### config.mk
export PLATFORM = sky130hd
export DESIGN_NAME = prio_enc_arbiter
export DESIGN_NICKNAME = d
export VERILOG_FILES = /design/src/rtl/prio_enc_pkg.sv /design/src/rtl/prio_find_hi.sv /design/src/rtl/prio_enc_arbiter.sv
export SDC_FILE = /design/constraint.sdc
export NUM_CORES = 1
export LEC_CHECK = 0
export ABC_AREA = 1
export BUFFER_PORTS_ARGS = -buffer_cell sky130_fd_sc_hd__buf_2
export CAP_MARGIN = 20
export CORE_ASPECT_RATIO = 0.7
export CORE_UTILIZATION = 45
export DETAILED_ROUTE_END_ITERATION = 16
export PLACE_DENSITY = 0.65
export SLEW_MARGIN = 15
export SYNTH_ARGS = -nofsm -noshare
export SYNTH_HDL_FRONTEND = slang
export SYNTH_SLANG_ARGS = --single-unit
### constraint.sdc
create_clock -name clk -period 5 [get_ports clk]
set_input_delay 0.75 -clock clk [delete_from_list [all_inputs] [get_ports clk]]
set_output_delay 0.75 -clock clk [all_outputs]
set_load 0.005 [all_outputs]
### src/rtl/prio_enc_pkg.sv
// Shared definitions for the priority encoder / arbiter: mode encoding and
// the two-state grant FSM.
package prio_enc_pkg;

  // Meaning of the rr_en input
  localparam logic MODE_FIXED = 1'b0;
  localparam logic MODE_RR    = 1'b1;

  // IDLE: no grant presented; HOLD: a grant is presented and frozen
  typedef enum logic {
    IDLE = 1'b0,
    HOLD = 1'b1
  } state_e;

endpackage : prio_enc_pkg

### src/rtl/prio_find_hi.sv
// Combinational highest-set-bit finder. found_o is 0 and idx_o is 0 when no
// bit of vec_i is set, so the result is never X.
module prio_find_hi #(
  parameter int N = 8,
  parameter int W = $clog2(N)
) (
  input  logic [N-1:0] vec_i,
  output logic         found_o,
  output logic [W-1:0] idx_o
);

  // Scan upward so the last (highest) set bit overrides earlier ones
  always_comb begin
    found_o = 1'b0;
    idx_o   = '0;
    for (int i = 0; i < N; i++) begin
      idx_o   = vec_i[i] ? W'(i) : idx_o;
      found_o = found_o | vec_i[i];
    end
  end

endmodule : prio_find_hi

### src/rtl/prio_enc_arbiter.sv
// Registered priority encoder / arbiter with valid/ready output.
// Fixed mode grants the highest requesting index; round-robin mode searches
// downward from the pointer with wrap. A presented grant is frozen until the
// consumer accepts it. The winner evaluated in a handshake cycle already uses
// the post-handshake pointer, so the index just served drops to lowest
// priority immediately.
module prio_enc_arbiter
  import prio_enc_pkg::*;
#(
  parameter int N = 8,
  parameter int W = $clog2(N)
) (
  input  logic         clk,
  input  logic         rst_n,
  input  logic [N-1:0] req,
  input  logic         rr_en,
  output logic         out_valid,
  input  logic         out_ready,
  output logic [W-1:0] out_idx,
  output logic [N-1:0] out_onehot,
  output logic [W-1:0] ptr
);

  state_e       state_q, state_d;
  logic [W-1:0] idx_q, idx_d;
  logic [N-1:0] onehot_q, onehot_d;
  logic [W-1:0] ptr_q, ptr_d;

  logic         handshake_s;
  logic         eval_s;
  logic [N-1:0] mask_s;
  logic [N-1:0] masked_req_s;
  logic         m_found_s;
  logic [W-1:0] m_idx_s;
  logic         f_found_s;
  logic [W-1:0] f_idx_s;
  logic [W-1:0] win_idx_s;
  logic [N-1:0] win_onehot_s;

  // A handshake can only happen while a grant is being presented
  assign handshake_s = (state_q == HOLD) && out_ready;

  // Next pointer: one below the granted index, wrapping explicitly to N-1
  always_comb begin
    ptr_d = ptr_q;
    if (handshake_s) begin
      ptr_d = (idx_q == '0) ? W'(N - 1) : (idx_q - W'(1));
    end else begin
      ptr_d = ptr_q;
    end
  end

  // Round-robin window: indices at or below the next pointer
  always_comb begin
    mask_s = '0;
    for (int i = 0; i < N; i++) begin
      mask_s[i] = (W'(i) <= ptr_d);
    end
  end

  assign masked_req_s = req & mask_s;

  // Search inside the round-robin window
  prio_find_hi #(
    .N(N),
    .W(W)
  ) u_find_masked (
    .vec_i  (masked_req_s),
    .found_o(m_found_s),
    .idx_o  (m_idx_s)
  );

  // Unmasked search: fixed-priority winner and round-robin wrap fallback
  prio_find_hi #(
    .N(N),
    .W(W)
  ) u_find_full (
    .vec_i  (req),
    .found_o(f_found_s),
    .idx_o  (f_idx_s)
  );

  // Pick the winner for the selected mode
  always_comb begin
    win_idx_s = f_idx_s;
    if ((rr_en == MODE_RR) && m_found_s) begin
      win_idx_s = m_idx_s;
    end else begin
      win_idx_s = f_idx_s;
    end
  end

  // One-hot decode of the winner, compared per lane to stay in range for any N
  always_comb begin
    win_onehot_s = '0;
    for (int i = 0; i < N; i++) begin
      win_onehot_s[i] = (win_idx_s == W'(i));
    end
  end

  // Evaluation edges: whenever idle, or when the presented grant is accepted
  always_comb begin
    eval_s = 1'b0;
    case (state_q)
      IDLE:    eval_s = 1'b1;
      HOLD:    eval_s = out_ready;
      default: eval_s = 1'b1;
    endcase
  end

  // Next-state and next-output logic; outputs frozen outside evaluation edges
  always_comb begin
    state_d  = state_q;
    idx_d    = idx_q;
    onehot_d = onehot_q;
    if (eval_s) begin
      if (f_found_s) begin
        state_d  = HOLD;
        idx_d    = win_idx_s;
        onehot_d = win_onehot_s;
      end else begin
        state_d  = IDLE;
        idx_d    = idx_q;
        onehot_d = '0;
      end
    end else begin
      state_d  = state_q;
      idx_d    = idx_q;
      onehot_d = onehot_q;
    end
  end

  // State, grant and pointer registers; reset drops any pending grant
  always_ff @(posedge clk or negedge rst_n) begin
    if (!rst_n) begin
      state_q  <= IDLE;
      idx_q    <= '0;
      onehot_q <= '0;
      ptr_q    <= W'(N - 1);
    end else begin
      state_q  <= state_d;
      idx_q    <= idx_d;
      onehot_q <= onehot_d;
      ptr_q    <= ptr_d;
    end
  end

  assign out_valid  = (state_q == HOLD);
  assign out_idx    = idx_q;
  assign out_onehot = onehot_q;
  assign ptr        = ptr_q;

endmodule : prio_enc_arbiter

[After elaboration in Yosys (flattened, before gate mapping)]
Cells that the tools add are included.
Word-level totals
  bits of input ports: 12
  register bits: 15
  logic and storage cells: 61
  output and inout port bits: 15
Cells by class
  order comparisons: 8
  bitwise operators: 16
  eq/ne operators: 7
  reduce and logical (&&, ||, !) cells: 5
  $add $sub $neg: 1
  mux-type cells: 20
Operators by type and width (count)
  two-way mux 3 bit: 15
  bitwise OR 1 bit: 14
  == test 3 bit (second input constant): 4
  <= comparator 3 bit (first input constant): 4
  bitwise AND 8 bit: 1
  two-way mux 8 bit: 1
  == test 3 x 2 -> 1 bit (second input constant): 2
  <= comparator 1 x 3 -> 1 bit (first input constant): 2
  <= comparator 2 x 3 -> 1 bit (first input constant): 2
  zero test 3 bit: 2
  == test 3 x 1 -> 1 bit (second input constant): 1
  two-way mux 1 bit: 3
  subtractor 3 x 1 -> 3 bit (second input constant): 1
  logical AND 1 bit: 2
  case mux 1 bit (2 select lines): 1
  AND reduction 2 bit: 1
  inverter 1 bit: 1

[Depth between registers and ports, before layout]
  depth after elaboration: 16
  mapped depth: 18
  mapped depth without buffers: 18

[Hierarchy]
A second synthesis with hierarchy kept.
Unflattened totals
  cell total of the unflattened synthesis: 162
  area, all modules: 1026.0 µm²
Modules (own cells, without submodules)
  prio_enc_arbiter: cells each 122, seq. area each 379.1 µm², area an instance 870.8 µm², times used 1
  prio_find_hi: cells each 20, seq. area each 0.0 µm², area an instance 77.6 µm², times used 2

[Least setup slack after synthesis]
No wires, ideal clock.
  path type: reg-to-reg
  start: register idx_q[0], in the netlist out_idx[0]
  end: register onehot_q[4], in the netlist out_onehot[4]
  cell stages (with the launch flop): 18
  data required time: 4883 ps
  data arrival time: 1893 ps
  period minus slack after synthesis: 2010 ps
  setup slack: 2990 ps
  path buffers: 0
  path through: dfrtp_1 inv_1 ha_1 ha_1 nor2_1 nand2_1 nand2_2 nand2_2 nand2_2 nand2_2 nor2_2 nand2_4 nand2_8 nor2_2 nand2_2 nand2_2 nand3_1 nand2_1
On the way
  word-level cells in the longest chain between the ends: 16
  elaborated cells on any way between the ends: 31
  those cells by class: 1 x add/sub; 8 x order compare; 1 x eq/ne; 11 x mux; 8 x bitwise; 2 x reduce/logical
Ends and longest elaborated chain
  start, declared: RTL line prio_enc_arbiter.sv:25  | logic [W-1:0] idx_q, idx_d;
  start signal, assigned: RTL line prio_enc_arbiter.sv:142  | idx_q <= idx_d;
  subtractor 3 x 1 -> 3 bit or zero test 3 bit (tied branches): RTL line prio_enc_arbiter.sv:47  | ptr_d = (idx_q == '0) ? W'(N - 1) : (idx_q - W'(1));
  two-way mux 3 bit *: RTL line prio_enc_arbiter.sv:47
  two-way mux 3 bit *: RTL line prio_enc_arbiter.sv:46  | if (handshake_s) begin
  <= comparator 1 x 3 -> 1 bit: RTL line prio_enc_arbiter.sv:57  | mask_s[i] = (W'(i) <= ptr_d);
  bitwise AND 8 bit *: RTL line prio_enc_arbiter.sv:61  | assign masked_req_s = req & mask_s;
  bitwise OR 1 bit (7 in series): RTL line prio_find_hi.sv:18  | found_o = found_o | vec_i[i];
  logical AND 1 bit: RTL line prio_enc_arbiter.sv:86  | if ((rr_en == MODE_RR) && m_found_s) begin
  two-way mux 3 bit *: RTL line prio_enc_arbiter.sv:86
  == test 3 bit *: RTL line prio_enc_arbiter.sv:97  | win_onehot_s[i] = (win_idx_s == W'(i));
  two-way mux 8 bit *: RTL line prio_enc_arbiter.sv:117  | if (f_found_s) begin
  end signal, assigned: RTL line prio_enc_arbiter.sv:143  | onehot_q <= onehot_d;
  end, declared: RTL line prio_enc_arbiter.sv:26  | logic [N-1:0] onehot_q, onehot_d;
Mark *: on every way between the ends. The rest lies on a longest branch, timed or not.
A chain may end at the register's enable or synchronous reset.

[Worst setup path after layout]
Same ends and word-level chain as after synthesis.

==> flow_summary.yaml <==
layout:
  flow.area_growth_from_synthesis_pct: 18.1
  sequential_cell_area_sq_um: 379
  multi_input_logic_area_sq_um: 609
  drive_above_1_share_pct: 36.4
  antenna-diode-count: 0
  final_cell_area_excluding_filler_cells_sq_um: 1290
  fillerInstances: 224
  final_net_count: 199
  finalNonFillerCells: 216
setup_path:
  worstRegToRegCells: 16
  critical_path_class: "reg2reg"
  critPathMaxFanout: 7
  timing.reg2reg.setup_slack_ns: 2.71
  cell_chain_of_the_critical_path: "inv_1 -> ha_1 -> ha_1 -> nand3_1 -> nand2_2 -> nand3_1 -> nand2_1 -> nand2_2 -> nor2_4 -> nand2_4 -> nand2_8 -> nor2_2 -> nand2_2 -> nand2_2 -> nand3_1 -> nand2_1"
  cp_slowest_cell: "sky130_fd_sc_hd__dfrtp_1"
  critical_path.endpoint_type: "register"
  cp.required_ns: 5.18
  worstReg2RegStart: "out_idx[0]$_DFFE_PN0P_"
  worstSetupStartpointType: "register"
  rr_endpoint: "out_onehot[4]$_DFFE_PN0N_"
  crit_top_cell: "sky130_fd_sc_hd__nand2_2"
  worstPathBufferInverterCount: 1
  max_stage_delay_ns: 0.37
  worst_path_dominant_cell_family: "simple AND/OR/NAND/NOR gates"
  worst_ep_arrival_time_ns: 2.48
routing:
  finalWirelength_um: 2410
  final_antenna_net_count: 0
  route.detailed.vias_per_inst: 4.74
  post_drt_wl_per_cell_um: 11.2
  num_vias: 1024
  detail_route.drc_violations: 0
  detailed_routing_iteration_count_for_the_pre_antenna_repair_pass: 4
  detail_route.iter0.violations: 56
timing:
  slew-limit-headroom_pct: 67.0
  post-route-period-util_pct: 45.9
  maxClockFrequency_mhz: 436
  fin_crit_ns: 2.29
  timing.final.setup_violations: 0
  totalNegativeSetupSlack_ns: 0
  slew_violations: 0
  skew_ns: 0.000483
  grt_setup_unrepaired: "no"
  hold_viol: 0
  worstMarginPinSlew_ns: 0.493
global_route:
  wire_length_of_the_first_global_routing_pass_um: 3980
  groute.layer.met2.usage_pct: 31.6
  global_route.overflow_total: 0
  grt_use_met1_pct: 30.7
  grtUsageMet3_pct: 5.18
  grt_antenna_before_repair: 0
  pin_count_of_the_biggest_net_entering_global_routing: 16
  top_usage_layer: "met2"
  globalRouteTotalUtil_pct: 21.2
  first_global_vias: 907
place:
  io_buffers: 26
  post-dp-hpwl_um: 2060
  place.gp.congestion: 0.803
  placed_instances: 212
  placed_cell_area_sq_um: 1260
synthesis:
  yosys_warnings: 0
  post_synth_inst_count: 154
  yosys_register_bits: 15
  synth_cell_type_count: 22
  synth.cell_area_sq_um: 1090
  mappedNetlistNets: 168
  postSynthAreaPerCell_sq_um: 7.10
  synth_sequential_area_ratio_pct: 34.7
cts:
  clkLatencyLatePin_ns: 0.28
  cts_hold_repair.buffers: 0
  clkTransAtPathRegs_ns: 0.09
  ctsResizeCount: 0
  clkSinkCount: 15
  cts_tree: "yes"
  ctsRootBufferMaster: "sky130_fd_sc_hd__clkbuf_4"
  cts.path.max_buffers: 2
  postCtsSetupBuffers: 0
  numCtsBuffers: 3
  maximum_level_of_the_cts_h_tree: 1
min_path:
  worst_hold_path_type: "in2async"
die:
  floorplan.io_pins: 27
  initial_utilization_pct: 49.2
  die-area_sq_um: 2630
  die_x_um: 60.9
  floorplan.rows: 14
  fp.dieH_um: 43.2
  core_region_area_sq_um: 2220
power:
  p_leak_nw: 0.757
  totalPowerFinal_mw: 0.505
  pwr_density_cell_nw_per_um2: 391
  vdd_drop_max_mv: 0.139
job:
  drv.max_cap_violation_count: 0
run_status:
  run_status: "finished, final reports clean"
## where the power goes
part | switching [mW] | internal [mW] | total, mW
clock network | 0.0394 | 0.0297 | 0.0691
logic | 0.168 | 0.0954 | 0.263
registers | 0.0161 | 0.156 | 0.172
## layer usage
layer / share of wire, % / wire, um
met2: 44 / 1070
met3: 5.4 / 131
met4: 0.25 / 6
met5: 0 / 0
met1: 50 / 1200
## worst max-delay path by stage
| stage | end | cells past startpoint | start |
|---|---|---|---|
| floorplan | out_onehot[4]$_DFFE_PN0N_ | 17 | out_idx[0]$_DFFE_PN0P_ |
| global placement | out_onehot[4]$_DFFE_PN0N_ | 16 | out_ready |
| detailed placement | out_onehot[4]$_DFFE_PN0N_ | 15 | out_ready |
| CTS | out_onehot[4]$_DFFE_PN0N_ | 16 | out_idx[0]$_DFFE_PN0P_ |
| global route | out_onehot[4]$_DFFE_PN0N_ | 17 | out_idx[0]$_DFFE_PN0P_ |
| finish | out_onehot[4]$_DFFE_PN0N_ | 16 | out_idx[0]$_DFFE_PN0P_ |
## Yosys cell counts (all sizes together)
master  count  area (sq um)
inv        28           105
dfstp       3          78.8
nor2       12          65.1
nand3      17          90.1
o21ai       7          38.8
nand2      64           327
nor4        1          6.26
dfrtp      12           300
ha          2          25.0
o21bai      2          15.0
a21oi       5          36.3
nand4       1          6.26
## through the flow
| step | hold WS (ns) | utilization (%) | worst slack, ns |
|---|---|---|---|
| floorplan | 0.454 | - | 2.99 |
| finish | 0.349 | 58.0 | 2.71 |
| global route | 0.358 | 58.0 | 2.43 |
| global placement | 0.460 | 56.8 | 2.76 |
| detailed placement | 0.463 | 56.8 | 2.63 |
| CTS | 0.353 | 58.0 | 2.68 |
## layout make-up
type	instances	area share, %
Clock inverter	1	0.388
Inverter	28	8.14
Timing Repair Buffer	26	10.1
Sequential cell	15	29.4
Multi-Input combinational cell	111	47.2
Tap cell	32	3.10
Clock buffer	3	1.74
## flip-flops by register name, indices dropped and copies added, names as in the netlist
name / cells
out_onehot: 8
out_valid: 1
out_idx: 3
ptr: 3
## logic make-up (layout without fill, tap and decap cells)
family	after synthesis	in the layout	share of synthesized area, %
AOI/OAI and AO/OA	14	14	8.24
adders and majority gates	2	2	2.29
buffers and inverters	28	58	9.61
DFF	15	15	34.7
and+or+nand+nor	95	95	45.2
## worst reg2reg max path, stage by stage (launching register included)
cell and delay, ns:
sky130_fd_sc_hd__dfrtp_1 0.37, sky130_fd_sc_hd__inv_1 0.06, sky130_fd_sc_hd__ha_1 0.20, sky130_fd_sc_hd__ha_1 0.28, sky130_fd_sc_hd__nand3_1 0.09, sky130_fd_sc_hd__nand2_2 0.13, sky130_fd_sc_hd__nand3_1 0.14, sky130_fd_sc_hd__nand2_1 0.16
sky130_fd_sc_hd__nand2_2 0.10, sky130_fd_sc_hd__nor2_4 0.12, sky130_fd_sc_hd__nand2_4 0.08, sky130_fd_sc_hd__nand2_8 0.09, sky130_fd_sc_hd__nor2_2 0.05, sky130_fd_sc_hd__nand2_2 0.08, sky130_fd_sc_hd__nand2_2 0.09, sky130_fd_sc_hd__nand3_1 0.11
sky130_fd_sc_hd__nand2_1 0.05
## placed cells by master, fill, tap and decap left out, types with 3 or more instances in the layout
cell and n:
sky130_fd_sc_hd__clkbuf_4 3, sky130_fd_sc_hd__o21ai_0 5, sky130_fd_sc_hd__nand2_4 3, sky130_fd_sc_hd__dfrtp_1 12, sky130_fd_sc_hd__nand3_1 16, sky130_fd_sc_hd__a21oi_1 4
sky130_fd_sc_hd__nor2_1 8, sky130_fd_sc_hd__buf_2 26, sky130_fd_sc_hd__inv_2 4, sky130_fd_sc_hd__dfstp_2 3, sky130_fd_sc_hd__nand2_1 41, sky130_fd_sc_hd__nand2_2 19
sky130_fd_sc_hd__inv_1 24
No activity file was read; power rests on OpenSTA's default activity.
